[config.mk]
export PLATFORM = sky130hd
export DESIGN_NAME = uart_tx_fifo_reader
export DESIGN_NICKNAME = d
export VERILOG_FILES = /design/src/rtl/uart_tx_fifo_reader.sv
export SDC_FILE = /design/constraint.sdc
export NUM_CORES = 1
export LEC_CHECK = 0
export ABC_AREA = 0
export BUFFER_PORTS_ARGS = -buffer_cell sky130_fd_sc_hd__clkbuf_2
export CORE_MARGIN = 3
export CORE_UTILIZATION = 47
export CTS_CLUSTER_DIAMETER = 150
export DETAILED_ROUTE_END_ITERATION = 8
export PLACE_DENSITY = 0.66
export RECOVER_POWER = 25
export SYNTH_ARGS = -nofsm -noshare
export SYNTH_HDL_FRONTEND = slang
export SYNTH_SLANG_ARGS = --single-unit
[constraint.sdc]
create_clock -name Clock -period 1.7 [get_ports Clock]
set_clock_uncertainty 0.05 [all_clocks]
set_input_delay 0.17 -clock Clock [delete_from_list [all_inputs] [get_ports Clock]]
set_output_delay 0.17 -clock Clock [all_outputs]
set_load 0.02 [all_outputs]
[src/rtl/uart_tx_fifo_reader.sv]
// uart_tx_fifo_reader: drains the TX FIFO and serialises each byte as a UART frame
// (start, 8 data bits LSB first, optional parity, one or two stop bits).
module uart_tx_fifo_reader #(
  parameter int CLKS_PER_BIT = 16,
  parameter bit PARITY_EN = 1'b0,
  parameter bit PARITY_ODD = 1'b0,
  parameter int STOP_BITS = 1
) (
  input  logic       Clock,
  input  logic       Reset,
  input  logic       Enable,
  input  logic       Fifo_Empty,
  input  logic       Fifo_Wr,
  input  logic [7:0] Fifo_Data,
  output logic       Fifo_Read,
  output logic       Tx,
  output logic       Busy
);
  localparam int CW = $clog2(CLKS_PER_BIT * STOP_BITS);
  localparam logic [CW-1:0] BIT_LAST = CW'(CLKS_PER_BIT - 1);
  localparam logic [CW-1:0] STOP_LAST = CW'(CLKS_PER_BIT * STOP_BITS - 1);
  typedef enum logic [2:0] {IDLE, FETCH, LOAD, START, DATA, PARITY, STOP} state_t;
  state_t state, state_nxt;
  logic [CW-1:0] cnt;
  logic [2:0] bit_idx;
  logic [7:0] shreg;
  logic par;
  logic bit_end, cnt_last, timing;
  assign bit_end = cnt == BIT_LAST;
  assign cnt_last = (state == STOP) ? cnt == STOP_LAST : bit_end;
  assign timing = state inside {START, DATA, PARITY, STOP};
  always_comb begin
    state_nxt = state;
    case (state)
      IDLE:    state_nxt = (Enable && !Fifo_Empty) ? FETCH : IDLE;
      // a simultaneous write wins the FIFO port, so the read must be retried
      FETCH:   state_nxt = Fifo_Wr ? FETCH : LOAD;
      LOAD:    state_nxt = START;
      START:   state_nxt = bit_end ? DATA : START;
      DATA:    state_nxt = (bit_end && bit_idx == 3'd7) ? (PARITY_EN ? PARITY : STOP) : DATA;
      PARITY:  state_nxt = bit_end ? STOP : PARITY;
      STOP:    state_nxt = cnt_last ? IDLE : STOP;
      default: state_nxt = IDLE;
    endcase
  end
  always_ff @(posedge Clock or negedge Reset) begin
    if (!Reset) begin
      state <= IDLE;
      cnt <= '0;
      bit_idx <= '0;
      shreg <= '0;
      par <= 1'b0;
      Fifo_Read <= 1'b0;
    end else begin
      state <= state_nxt;
      Fifo_Read <= state_nxt == FETCH;
      cnt <= (timing && !cnt_last) ? cnt + 1'b1 : '0;
      bit_idx <= (state != DATA) ? '0 : bit_end ? bit_idx + 1'b1 : bit_idx;
      if (state == LOAD) begin
        shreg <= Fifo_Data;
        par <= ^Fifo_Data ^ PARITY_ODD;
      end
    end
  end
  assign Busy = state != IDLE;
  assign Tx = (state == START) ? 1'b0 : (state == DATA) ? shreg[bit_idx] : (state == PARITY) ? par : 1'b1;
endmodule

==> flow_metrics.py <==
metrics = {
    "power_and_ir_drop": {
        "p_int_uw": 1155,
        "vdd_drop_max_uv": 850.5,
        "power_frac_seq_pct": 45.0,
        "switchingPower_uw": 535.0,
        "p_leak_uw": 0.0005747,
        "power_frac_clock_pct": 16.1,
        "power.density_nw_per_um2": 1333,
        "sw_frac_of_total_pct": 31.66,
        "power_uw": 1690,
        "p_comb_share_pct": 38.9,
    },
    "worst_setup_path": {
        "crit_fanout": 2,
        "critical_path_arrival_ps": 1640,
        "cp.required_ps": 1480,
        "critPathKind": "reg2out",
        "start_kind": "flop",
        "crit_path_end_kind": "output pin",
    },
    "cells_and_area": {
        "fin_cells": 143,
        "antenna_cells": 0,
        "nNetsFinal": 133,
        "multi_input_area_um2": 533.0,
        "drive_gt1_share_pct": 33.62,
        "design_area_um2": 1267,
        "synthToLayoutAreaGrowth_pct": 17.52,
        "seqCellArea_um2": 500.5,
        "fillCellCount": 174,
        "post-route-util_pct": 61.47,
    },
    "sta": {
        "clock.fmax_ghz": 0.5389,
        "hold_viol_final": 0,
        "fin_crit_sh_pct": 109.2,
        "worst_slack_ps": -155.6,
        "grt_setup_unrepaired": "yes",
        "final_max_slew_viol_count": 0,
        "slew_headroom_pct": 27.59,
        "worst_slew_pin_slew_ps": 1086,
        "period_minus_slack_ps": 1856,
        "setup_viol_count_final": 1,
        "setup-tns-final_ps": -155.6,
    },
    "floorplanning": {
        "start_util_pct": 52.31,
        "io_pins": 16,
        "rows": 16,
        "die_y_um": 53.91,
        "die_area_um2": 2906,
        "coreArea_um2": 2062,
        "die_w_um": 53.91,
    },
    "clocking": {
        "h-tree-depth": 1,
        "cts_sinks": 20,
        "clock-root-buffer": "clkbuf_4",
        "clk_pin_slew_ps": 110,
        "cts_tree": "done",
        "clk_latency_ps": 290,
        "numCtsBuffers": 3,
        "clock_path_buffers": 2,
    },
    "synth": {
        "synth-seq-cells": 20,
        "netlist.area_leader.share_pct": 46.40,
        "synth_commonest_cells": "dfrtp_1 (20), xnor2_1 (10), nand2_1 (8), nor2_1 (8), mux2_4 (5)",
        "avgSynthCellArea_um2": 11.60,
        "synthTopCellsByArea": "dfrtp_1 (46%), xnor2_1 (8.1%), mux2_4 (7.0%), ha_1 (3.5%), mux2_2 (3.1%)",
        "synth_nets": 109,
        "ys_seq_area_share_pct": 46.40,
        "yosys.area.top_type": "dfrtp_1",
        "synth_area_um2": 1079,
        "yosysUniqueCellTypes": 31,
        "synth_edf_count": 0,
        "yosysWarnings": 0,
        "async_flop_share_pct": 100.0,
        "synth_cells": 93,
        "yosysMostFrequentCell": "dfrtp_1",
        "synthFlopType": "dfrtp_1",
    },
    "hold_path": {
        "min_path_type": "in2reg",
    },
    "grt": {
        "grt_pass1_vias": 758,
        "grt-ovfl-total": 0,
        "grt_start_max_net_pins": 21,
        "antenna_found_initial": 0,
        "track_usage_pct": 15.50,
        "grt_pass1_wl_um": 3263,
    },
    "detailed_routing": {
        "wl_per_cell_um": 13.72,
        "dr.first_iter.drc_count": 5,
        "routed_wl_um": 1962,
        "vias_per_cell": 5.133,
        "vias": 734,
        "drc_errors": 0,
        "ant_nets": 0,
        "dr.pass1.iters": 4,
    },
    "place": {
        "gp_congestion": 0.7854,
        "place_area_um2": 1184,
        "numPortBuffers": 15,
        "dp_cells": 136,
        "dpl.hpwl_um": 1458,
    },
    "run": {
        "maxCapViolCount": 0,
    },
    "run_status": {
        "violations": "setup timing",
        "status": "finished with violations",
    },
}
==> worst max-delay path, stage by stage, from the launching register on <==
cell and delay, ps:
dfrtp_1 390, mux4_2 510, o211ai_1 180, o21ai_1 100, buf_4 160
==> per-layer routing <==
layer | track usage, % | up-vias | part of all wire [%]
li1 | - | 368 | -
met1 | 22.28 | 348 | 52
met2 | 22.18 | 16 | 43
met3 | 3.047 | 2 | 4.4
met4 | 7.234 | 0 | 0.51
met5 | 0 | - | 0
==> registers in the layout (all words and copies together) (netlist names) <==
name	cells
bit_idx	3
shreg	8
state	3
Fifo_Read	1
par	1
cnt	4
==> power groups by stage <==
stage / clock network [µW] / logic, µW / registers (µW)
2_1_floorplan: 0 / 483 / 751
3_3_place_gp: 0 / 606 / 764
3_5_place_dp: 0 / 625 / 769
4_1_cts: 276 / 655 / 761
5_1_grt: 297 / 721 / 786
6_report: 271 / 658 / 761
==> cell usage in the layout, fill, tap and decap left out, types with 2 or more instances in the layout <==
cell	synthesis	final
dfrtp_1	20	20
clkbuf_2	0	12
xnor2_1	10	10
nand2_1	8	8
nor2_1	8	8
buf_4	0	6
mux2_4	5	5
a21oi_1	4	4
nand3_1	3	3
mux2i_1	3	3
mux2_2	3	3
ha_1	3	3
clkbuf_4	0	3
and3_1	2	2
a31oi_1	2	2
a22oi_1	2	2
inv_1	2	2
buf_6	2	2
==> cells by family after synthesis <==
logic type               Yosys count  synth area share [%]
adder cells (fa/ha/maj)            4                 4.409
XOR/XNOR                          11                 8.932
AND/OR/NAND/NOR                   27                 12.88
buffers and inverters              6                 4.524
flip-flops                        20                 46.40
multiplexers                      12                 14.96
AO/OA/AOI/OAI                     13                 7.888
==> final cells by class <==
type / instances / share of cell area [%]
clock buffers: 4 / 2.863
inverters: 2 / 0.5923
multi-input cells: 67 / 42.05
flip-flops and latches: 20 / 39.49
well taps: 27 / 2.665
repair buffers: 23 / 12.34
==> timing repair <==
item | 4_1_cts | 5_1_grt
hold buffers | 1 | 0
setup endpoints to repair | 2 | 2
setup buffers | 2 | 0
pin swaps | 1 | 0
hold endpoints to repair | 20 | 0
resized for setup | 3 | 4
==> metrics by stage <==
stage	setup WS [ps]	hold slack (ps)
floorplan	182.7	-175.6
global placement	216.3	106.0
detailed placement	142.6	107.9
CTS	-176.6	78.07
global route	-234.6	77.41
finish	-155.6	80.69
==> worst paths after layout <==
kind / startpoint / end / slack, ps / depth (start not counted)
min: Fifo_Data[6] / shreg[6] / 80 / 2
min reg2reg: cnt[0] / cnt[0] / 420 / 1
max reg2reg: state[1] / shreg[6] / 160 / 5
max in group asynchronous: Reset / shreg[7] / 420 / 2
min in group asynchronous: Reset / state[2] / 540 / 2
max: bit_idx[1] / Tx / -160 / 4
Power figures use the tool's default switching activity.
